<file path="src/rtl/axis_pingpong_ctrl.sv">
// axis_pingpong_ctrl: ping-pong controller that steers an AXI-Stream into two
// external BRAM banks and drains them to a downstream AXI-Stream.
// Each bank holds one packet of up to DD beats. While one bank is written, the
// other bank can be read, so the sustained rate is one beat per cycle.
// Optional feature: define AXIS_PP_FLUSH_EN to add the 'flush' input. A flush
// closes a partially filled write bank early and marks it as end of packet.
module axis_pingpong_ctrl #(
  parameter int DD = 2048,
  parameter int AW = $clog2(DD)
) (
  input  logic          clk,
  input  logic          rst,
  input  logic          s_tvalid,
  input  logic          s_tlast,
  output logic          s_tready,
`ifdef AXIS_PP_FLUSH_EN
  input  logic          flush,
`endif
  output logic          wr_en,
  output logic          wr_bank,
  output logic [AW-1:0] wr_addr,
  output logic          rd_en,
  output logic          rd_bank,
  output logic [AW-1:0] rd_addr,
  output logic          m_tvalid,
  output logic          m_tlast,
  input  logic          m_tready,
  output logic [1:0]    bank_full
);

  localparam int CW = AW + 1;
  localparam logic [CW-1:0] LAST_IDX = CW'(DD - 1);

  typedef enum logic [1:0] {
    EMPTY    = 2'd0,
    FILLING  = 2'd1,
    FULL     = 2'd2,
    DRAINING = 2'd3
  } bank_state_e;

  bank_state_e   bankState_q [2];
  logic [CW-1:0] bankLen_q   [2];
  logic          bankLast_q  [2];
  logic          wrBank_q;
  logic          rdBank_q;
  logic [CW-1:0] wrCnt_q;
  logic [CW-1:0] rdCnt_q;
  logic          mValid_q;
  logic          mLast_q;

  logic          wrOpen;
  logic          rdOpen;
  logic          accept;
  logic          flushClose;
  logic          closeBank;
  logic          closeLast;
  logic [CW-1:0] closeLen;
  logic          rdIssue;
  logic          rdFinal;

  // Decode the bank states into write/read permissions and drive the strobes.
  // Outputs are masked by rst so everything reads idle for the whole reset.
  always_comb begin
    wrOpen     = (bankState_q[wrBank_q] == EMPTY) || (bankState_q[wrBank_q] == FILLING);
    rdOpen     = (bankState_q[rdBank_q] == FULL) || (bankState_q[rdBank_q] == DRAINING);
    s_tready   = !rst && wrOpen;
    accept     = s_tvalid && s_tready;
    flushClose = 1'b0;
`ifdef AXIS_PP_FLUSH_EN
    flushClose = !rst && flush && (bankState_q[wrBank_q] == FILLING) && (wrCnt_q != '0);
`endif
    closeBank  = (accept && (s_tlast || (wrCnt_q == LAST_IDX))) || flushClose;
    closeLast  = flushClose || s_tlast;
    closeLen   = wrCnt_q + CW'(accept);
    rdIssue    = !rst && rdOpen && (!mValid_q || m_tready);
    rdFinal    = (rdCnt_q == (bankLen_q[rdBank_q] - CW'(1)));

    wr_en      = accept;
    wr_bank    = wrBank_q;
    wr_addr    = wrCnt_q[AW-1:0];
    rd_en      = rdIssue;
    rd_bank    = rdBank_q;
    rd_addr    = rdCnt_q[AW-1:0];
    m_tvalid   = mValid_q && !rst;
    m_tlast    = mLast_q && !rst;
    bank_full[0] = !rst && ((bankState_q[0] == FULL) || (bankState_q[0] == DRAINING));
    bank_full[1] = !rst && ((bankState_q[1] == FULL) || (bankState_q[1] == DRAINING));
  end

  // Bank state machines, write/read pointers and the registered output beat.
  // The writer only touches an EMPTY/FILLING bank and the reader only a
  // FULL/DRAINING bank, so the two sides never update the same bank together.
  always_ff @(posedge clk) begin
    if (rst) begin
      for (int i = 0; i < 2; i++) begin
        bankState_q[i] <= EMPTY;
        bankLen_q[i]   <= '0;
        bankLast_q[i]  <= 1'b0;
      end
      wrBank_q <= 1'b0;
      rdBank_q <= 1'b0;
      wrCnt_q  <= '0;
      rdCnt_q  <= '0;
      mValid_q <= 1'b0;
      mLast_q  <= 1'b0;
    end else begin
      if (wrOpen) begin
        if (closeBank) begin
          bankState_q[wrBank_q] <= FULL;
          bankLen_q[wrBank_q]   <= closeLen;
          bankLast_q[wrBank_q]  <= closeLast;
          wrBank_q              <= !wrBank_q;
          wrCnt_q               <= '0;
        end else begin
          if (bankState_q[wrBank_q] == EMPTY) begin
            bankState_q[wrBank_q] <= FILLING;
          end
          if (accept) begin
            wrCnt_q <= wrCnt_q + CW'(1);
          end
        end
      end

      if (rdIssue) begin
        if (rdFinal) begin
          bankState_q[rdBank_q] <= EMPTY;
          rdBank_q              <= !rdBank_q;
          rdCnt_q               <= '0;
        end else begin
          bankState_q[rdBank_q] <= DRAINING;
          rdCnt_q               <= rdCnt_q + CW'(1);
        end
      end

      if (rdIssue) begin
        mValid_q <= 1'b1;
        mLast_q  <= rdFinal && bankLast_q[rdBank_q];
      end else if (m_tready) begin
        mValid_q <= 1'b0;
        mLast_q  <= 1'b0;
      end
    end
  end

endmodule

</file>
<file path="config.mk">
export PLATFORM = sky130hd
export DESIGN_NAME = axis_pingpong_ctrl
export DESIGN_NICKNAME = d
export VERILOG_FILES = /design/src/rtl/axis_pingpong_ctrl.sv
export SDC_FILE = /design/constraint.sdc
export NUM_CORES = 1
export LEC_CHECK = 0
export ABC_CLOCK_PERIOD_IN_PS = 8750
export BUFFER_PORTS_ARGS = -buffer_cell sky130_fd_sc_hd__buf_2
export CAP_MARGIN = 5
export CORE_ASPECT_RATIO = 1.4
export CORE_UTILIZATION = 36
export CTS_BUF_LIST = sky130_fd_sc_hd__clkbuf_4 sky130_fd_sc_hd__clkbuf_8
export DETAILED_ROUTE_END_ITERATION = 16
export HOLD_SLACK_MARGIN = 0.08
export PLACE_DENSITY = 0.63
export SLEW_MARGIN = 20
export SYNTH_ARGS = -nofsm -noshare
export SYNTH_HDL_FRONTEND = slang
export SYNTH_SLANG_ARGS = --single-unit
</file>
<file path="constraint.sdc">
create_clock -name clk -period 8.75 [get_ports clk]
set_input_delay 1.75 -clock clk [delete_from_list [all_inputs] [get_ports clk]]
set_output_delay 1.75 -clock clk [all_outputs]
set_load 0.1 [all_outputs]
</file>
# Word level (Yosys, flattened, before mapping)
# Memory sizes are Yosys's and may differ from the RTL's. A register that Yosys moved wholly into a read port is not among the register bits.
# Cells that the tools add are included.
[word_totals] register_bits=28 ramBits=30 inputBits=5 out_inout_bits=31 mem_count=3
[op_classes] n_addsub=4 n_eq_ne=9 mux=47 bitwise_logic=2 reduce_logical=30
[memory_table] name="bankLen_q" words=2 width=12 rd=1 rd_clocked_by_memory_dff=1 write_ports=2 line_no="42" text="logic [CW-1:0] bankLen_q [2];"
[memory_table] name="bankState_q" words=2 width=2 rd=4 rd_clocked_by_memory_dff=2 write_ports=2 line_no="41" text="bank_state_e bankState_q [2];"
[memory_table] name="bankLast_q" words=2 width=1 rd=1 rd_clocked_by_memory_dff=1 write_ports=2 line_no="43" text="logic bankLast_q [2];"
[op_table] cell="12-bit 2-to-1 mux" n=4
[op_table] cell="1-bit 2-to-1 mux" n=39
[op_table] cell="12-bit by 1-bit adder with 12-bit output, second input constant" n=2
[op_table] cell="12-bit by 1-bit adder with 12-bit output" n=1
[op_table] cell="12-bit by 11-bit equality test with 1-bit output, second input constant" n=1
[op_table] cell="12-bit equality test" n=1
[op_table] cell="2-bit equality test, second input constant" n=6
[op_table] cell="12-bit OR reduction" n=1
[op_table] cell="12-bit by 1-bit subtractor with 12-bit output, second input constant" n=1
[op_table] cell="1-bit logical AND" n=10
[op_table] cell="2-bit 2-to-1 mux" n=4
[op_table] cell="1-bit logical OR" n=6
[op_table] cell="2-bit AND reduction" n=3
[op_table] cell="1-bit logical NOT" n=4
[op_table] cell="2-bit nonzero test" n=2
[op_table] cell="2-bit OR reduction" n=2
[op_table] cell="2-bit by 1-bit equality test with 1-bit output, second input constant" n=1
[op_table] cell="2-bit logical NOT" n=1
[op_table] cell="1-bit bitwise OR" n=2
[op_table] cell="1-bit OR reduction" n=1

# Longest topological paths before layout
# Gate-level depths: netlist (run 1).
[depth] word_depth=12 depth_mapped=13 depth_no_buf=9

# Least setup slack after synthesis (run 1)
# OpenSTA, ideal clock, no wires.
[synth_path] kind="input-to-output" start="input port rst" end="output port wr_en" t_arrival_ns=5.668 t_required_ns=7.000 slack_ns=1.332 cell_stages=4 path_buffers=2 cell_sequence="clkbuf_1 > a211oi_1 > and2_1 > clkbuf_1"
[synth_between] elab_chain_cells=3
[synth_lines] element="start: declaration" line_no="12" text="input logic rst,"
[synth_lines] element="1-bit logical NOT" line_no="66" text="s_tready = !rst && wrOpen;"
[synth_lines] element="1-bit logical AND" line_no="66"
[synth_lines] element="via s_tready" line_no="15" text="output logic s_tready,"
[synth_lines] element="1-bit logical AND" line_no="67" text="accept = s_tvalid && s_tready;"
[synth_lines] element="end: declaration" line_no="19" text="output logic wr_en,"
# The timed path passes the listed nets, and every way through them passes these cells.

# Final worst setup path (run 1)
[layout_path] start="input port rst" end="output port wr_en"
[layout_between] elab_chain_cells=3
[layout_lines] element="1-bit logical NOT" line_no="66"
[layout_lines] element="1-bit logical AND" line_no="66"
[layout_lines] element="1-bit logical AND" line_no="67"
# No other way between the ends.

==> impl_results.md, run 1 <==
* Core ar. at 9080 um^2
* Area contributors post-synth: edfxtp_1 (27%), dfxtp_1 (18%), nor2_1 (6.9%)
* Routed WL per cell at 13.5 um
* Fmax at 0.199 GHz
* Initial antenna violation count at 0
* Tightest Hold Check Type: reg -> reg
* Synth Flop Type: edfxtp_1
* Met3 wire len at 220 um
* Crit path arrival time at 3270 ps
* Post-Syn Area at 3380 um^2
* Req. time, crit path at 7000 ps
* FF-to-FF setup slack at 4870 ps
* Detailed Route Iter0 Violations at 85
* Via density at 5.09
* Worst relative slew slack at 0.582
* RSZ-0062 raised after global routing: no
* Top layer in use: met4
* Final worst-path cycle share at 0.573
* Starting Density at 0.372
* Yosys reg bits at 60
* Post-layout nets at 377
* CP startpoint: rst
* Synth top area share at 0.267
* Root buffer cell: clkbuf_8
* Final GP Congestion at 0.812
* Syn nets at 368
* Max cap viols at 0
* Final slew viol count at 0
* I/O Pins at 36
* Sequential share of the synthesized area at 0.444
* Hold buffers post-CTS at 0
* Routed met1 length at 2750 um
* TritonCTS Buffers at 9
* Post-detail-place hpwl at 4870 um
* Worst-path clk slew at 70 ps
* VDD IR-drop max at 0.0000905 V
* Setup crit end kind: primary output
* Buffers on Ports at 35
* Post-CTS Setup Bufs at 0
* Post-place setup slack at 3720 ps
* Remaining antenna violation count at 0
* FF-to-FF End: bankState_q[0][0]$_DFFE_PP_
* Residual DRC count at 5
* Row cnt at 41
* Die Wd at 83.9 um
* Fill count at 915
* Clock latency on the worst-skew pair at 340 ps
* Clk buf depth at 2
* FF/Latch Area at 1500 um^2
* Setup Viol. Count Final at 0
* Endpoints failing hold at 0
* Status: complete, but fails checks
* Leak at 1.28 nW
* TritonCTS clock tree: built
* Vias in the first global route at 2,438
* Area leader, netlist: edfxtp_1
* Pre-antenna DRT Iters at 10
* Failing checks: DRC
* Synth-to-layout area growth at 7.78%
* Worst Path Max Fanout at 19
* Fraction of layout cells with a size suffix above 1 at 0.156
* Worst setup path endpoint: wr_en
* Syn Inst Count at 358
* Setup ws final at 3730 ps
* Distinct cells, synth at 48
* Die boundary height at 117 um
* Async SR Flop Fraction at 0
* WL final at 6470 um
* TritonCTS Sinks at 60
* Largest net degree at the start of global routing at 29
* EDFF count, synth at 30
* Crit path kind: in -> out
* Post_cts resized at 0
* CP startpoint kind: primary input
* N_diodes at 0
* Worst reg-to-reg path cell count at 9
* Setup Skew at 9.49 ps
* Total Routing Usage GR at 0.146
* Met2 WL at 3330 um
* H-tree depth at 3
* Die Area at 9780 um^2
* Yosys warns at 0
* Setup TNS Final at 0 ps
* Post-layout minimum cycle time at 5020 ps
* Via count at 2,440
* Syn avg cell area at 9.44 um^2
* Total grt overflow at 0
* Multi-input logic area at 1620 um^2
* Worst-Margin Slew at 627 ps
* First-pass GRT wire length at 11,300 um
* Pwr/cell area at 180 nW/um^2
cell usage in the layout, fill, tap and decap left out, drive strengths merged, types with 2 or more instances in the layout:
| cell type | instances |
|---|---|
| or3b | 2 |
| mux2i | 16 |
| o21a | 2 |
| buf | 35 |
| nor2b | 8 |
| nor3 | 9 |
| and2 | 3 |
| inv | 3 |
| nor2 | 62 |
| nand3 | 11 |
| xor2 | 18 |
| ha | 5 |
| and3 | 2 |
| xnor2 | 26 |
| o31ai | 3 |
| nand4 | 12 |
| clkinv | 5 |
| clkbuf | 9 |
| or3 | 9 |
| nand2b | 4 |
| or4 | 4 |
| o21ai | 11 |
| clkinvlp | 2 |
| edfxtp | 30 |
| nand2 | 21 |
| dfxtp | 30 |
| nor3b | 2 |
| a21oi | 12 |
worst max-delay path: stages:
cell,delay (ps)
buf_2,200
a211oi_1,360
and2_1,450
buf_2,510
registers in the layout (all words and copies together), names as in the netlist, named ones only:
signal	cells
mLast_q	1
wrCnt_q	12
wr_bank	1
rdCnt_q	12
bankLen_q	24
mValid_q	1
rd_bank	1
bankState_q	4
bankLast_q	2
worst min-delay path by stage:
stage | from | to | slack (ps) | cells past startpoint
CTS | mLast_q$_SDFFE_PP0P_ | mLast_q$_SDFFE_PP0P_ | 490 | 2
finish | mLast_q$_SDFFE_PP0P_ | mLast_q$_SDFFE_PP0P_ | 490 | 2
floorplan | mLast_q$_SDFFE_PP0P_ | mLast_q$_SDFFE_PP0P_ | 450 | 2
global route | mLast_q$_SDFFE_PP0P_ | mLast_q$_SDFFE_PP0P_ | 520 | 2
global placement | mLast_q$_SDFFE_PP0P_ | mLast_q$_SDFFE_PP0P_ | 470 | 2
detailed placement | mLast_q$_SDFFE_PP0P_ | mLast_q$_SDFFE_PP0P_ | 480 | 2
report_power, final:
part / switching, mW / internal, mW
registers: 0.00906 / 0.308
clock network: 0.112 / 0.130
logic: 0.0717 / 0.0243
total: 0.193 / 0.462
routing by layer:
metal | vias up | track usage
li1 | 1246 | -
met4 | 0 | 0.0747
met3 | 16 | 0.0452
met5 | - | 0
met1 | 1137 | 0.156
met2 | 41 | 0.262
stage by stage:
step / hold slack (ps) / power, mW / util / std cells / instance area (um^2)
6_report: 486 / 0.655 / 0.401 / 479 / 3640
5_1_grt: 516 / 0.684 / 0.401 / 479 / 3640
4_1_cts: 488 / 0.661 / 0.401 / 479 / 3640
3_5_place_dp: 476 / 0.420 / 0.380 / 463 / 3450
3_3_place_gp: 467 / 0.418 / 0.380 / 463 / 3450
2_1_floorplan: 454 / 0.405 / - / 358 / 3380
cell usage after synthesis (2+ instances only):
| cell type | instances |
|---|---|
| nor2_1 | 62 |
| dfxtp_1 | 30 |
| edfxtp_1 | 30 |
| xnor2_1 | 26 |
| buf_4 | 22 |
| nand2_1 | 21 |
| xor2_1 | 18 |
| mux2i_1 | 16 |
| a21oi_1 | 12 |
| nand4_1 | 12 |
| clkbuf_1 | 11 |
| nand3_1 | 11 |
| o21ai_0 | 10 |
| nor3_1 | 9 |
| nor2b_1 | 8 |
| or3_1 | 7 |
| ha_1 | 5 |
| nand2b_1 | 4 |
| and2_1 | 3 |
| inv_1 | 3 |
| o31ai_1 | 3 |
| or4_1 | 3 |
| and3_1 | 2 |
| buf_2 | 2 |
| buf_6 | 2 |
| nor3b_1 | 2 |
| o21a_1 | 2 |
| or3_4 | 2 |
cell type report:
| cell class | instances | area share |
|---|---|---|
| inverters | 4 | 0.00412 |
| repair buffers | 35 | 0.0481 |
| flip-flops and latches | 60 | 0.413 |
| well taps | 107 | 0.0368 |
| multi-input cells | 257 | 0.446 |
| clock buffers | 9 | 0.0340 |
| clock inverters | 7 | 0.0186 |
kinds of logic after synthesis:
family                     share of synthesized area
and+or+nand+nor                                0.235
DFF                                            0.444
xor gates and xnor gates                       0.114
buffers and inverters                         0.0752
AOI/OAI and AO/OA                             0.0656
muxes                                         0.0474
adders and majority gates                     0.0185
Note: power is estimated with default switching activity, not from simulation.
==> run 2, diff against run 1 <==
Settings changed: ABC_CLOCK_PERIOD_IN_PS 8750 to 4850.
Clock period 8.75 ns to 4.85 ns, I/O delays scaled along.
==> run 2 against run 1 <==
- the run still ends with DRC left
- global-route usage fell by 0.40 points
- cell count increased by 0.21%
- critical path type is now reg -> reg
- core utilization rose by 0.26 points
- die area did not move
==> impl_results.md, run 2 (synthesized netlist as in run 1, its figures left out) <==
* CP startpoint kind: register
* Total Routing Usage GR at 0.142
* Final slew viol count at 0
* TritonCTS Sinks at 60
* Fraction of layout cells with a size suffix above 1 at 0.161
* Tot Pwr at 1.20 mW
* Pre-antenna DRT Iters at 12
* Worst Hold Path Cells at 2
* Post-layout minimum cycle time at 3760 ps
* Worst-path clk slew at 70 ps
* First-pass GRT wire length at 10,800 um
* Buffers on Ports at 35
* Setup Skew at 6.41 ps
* Worst relative slew slack at 0.578
* Tightest Hold Check Type: reg -> reg
* Clk buf depth at 2
* Worst Path Max Fanout at 26
* Failing checks: DRC
* Most frequent cells in the layout: nor2_1 (62), buf_2 (35), dfxtp_1 (30), edfxtp_1 (30), xnor2_1 (26)
* Status: complete, but fails checks
* Synth-to-layout area growth at 8.48%
* Root buffer cell: clkbuf_8
* Die boundary height at 117 um
* TritonCTS Buffers at 9
* N_diodes at 0
* Max cap viols at 0
* Post-detail-place hpwl at 4820 um
* Setup TNS Final at 0 ps
* Pwr/cell area at 327 nW/um^2
* Die Area at 9780 um^2
* Via density at 5.02
* Setup Viol. Count Final at 0
* Largest net degree at the start of global routing at 27
* Most common cell after layout, fill and taps aside: nor2_1
* Worst-Margin Slew at 632 ps
* VDD IR-drop max at 0.000145 V
* Req. time, crit path at 4950 ps
* Final worst-path cycle share at 0.775
* WL final at 6380 um
* I/O Pins at 36
* Final instance area at 3660 um^2
* Endpoints failing hold at 0
* Residual DRC count at 5
* Hold buffers post-CTS at 0
* Post_cts resized at 0
* Core ar. at 9080 um^2
* Crit path arrival time at 3860 ps
* Largest register by flop count: bankLen_q
* Post-Place Cells at 464
* Via count at 2,410
* Post-layout nets at 378
* Clock latency on the worst-skew pair at 350 ps
* Initial antenna violation count at 0
* Leak at 1.29 nW
* Post-CTS Setup Bufs at 0
* Row cnt at 41
* Vias in the first global route at 2,354
* Worst reg-to-reg path cell count at 10
* Final GP Congestion at 0.851
* Setup crit end kind: register
* Max FFs per register at 24
* Crit path kind: reg -> reg
* Max incr delay on CP at 620 ps
* Total grt overflow at 0
* H-tree depth at 3
* Fmax at 0.266 GHz
* Crit path cell chain: buf_4 > mux2i_1 > ha_1 > or4b_2 > a22o_1 > o31ai_1 > nand4_1 > or4_4 > or3_4 > o21a_1
* Dpl cell area at 3470 um^2
* Remaining antenna violation count at 0
* CP max stage cell: or4b_2
* Die Wd at 83.9 um
* Routed WL per cell at 13.3 um
* Fill count at 886
* Top flop regs: bankLen_q: 24 flops, rdCnt_q: 12 flops, wrCnt_q: 12 flops
* Detailed Route Iter0 Violations at 120
* RSZ-0062 raised after global routing: no
* TritonCTS clock tree: built
* Fin cells at 480
* Starting Density at 0.372
==> run 2: layer usage <==
layer  GRT usage  up-vias  wire, um
met5           0        -         0
met2       0.261       47      3280
met4      0.0828        0       140
li1            -     1241         -
met1       0.151     1111      2740
met3      0.0297       11       224
==> run 2: path summary, 6_finish.rpt <==
kind / from / endpoint / slack (ps)
worst max-delay path: register / bankState_q[0][0]$_DFFE_PP_ / 1090
worst min-delay path: mLast_q$_SDFFE_PP0P_ / mLast_q$_SDFFE_PP0P_ / 490
worst max register to register: register / bankState_q[0][0]$_DFFE_PP_ / 1090
worst min register to register: mLast_q$_SDFFE_PP0P_ / mLast_q$_SDFFE_PP0P_ / 490
==> run 2: layout make-up <==
class                      instances  area, um^2  share of cell area
multi-input combinational        257        1640               0.446
sequential                        60        1500               0.410
timing repair buffer              36         183              0.0498
tap                              107         134              0.0365
clock buffer                      10         131              0.0358
clock inverter                     6        65.1              0.0178
inverter                           4        15.0             0.00410
==> run 2: metrics by stage <==
stage	util	hold slack, ps	setup WS (ps)
after floorplan	-	454	163
after global placement	0.382	467	1200
after detailed placement	0.382	487	1110
after CTS	0.404	494	1090
after global routing	0.404	515	894
final	0.404	491	1090
==> run 2: critical path: cells and delay by family, from the launching register on <==
kind | cells | cell delay [ps]
AND/OR/NAND/NOR | 4 | 1600
AO/OA/AOI/OAI | 3 | 650
flip-flops | 1 | 390
buffers and inverters | 1 | 320
multiplexers | 1 | 320
adder cells (fa/ha/maj) | 1 | 240
==> run 2: power by group <==
part / internal, mW / total [mW] / switching (mW)
registers: 0.556 / 0.572 / 0.0168
logic: 0.0452 / 0.177 / 0.131
clock network: 0.243 / 0.450 / 0.208
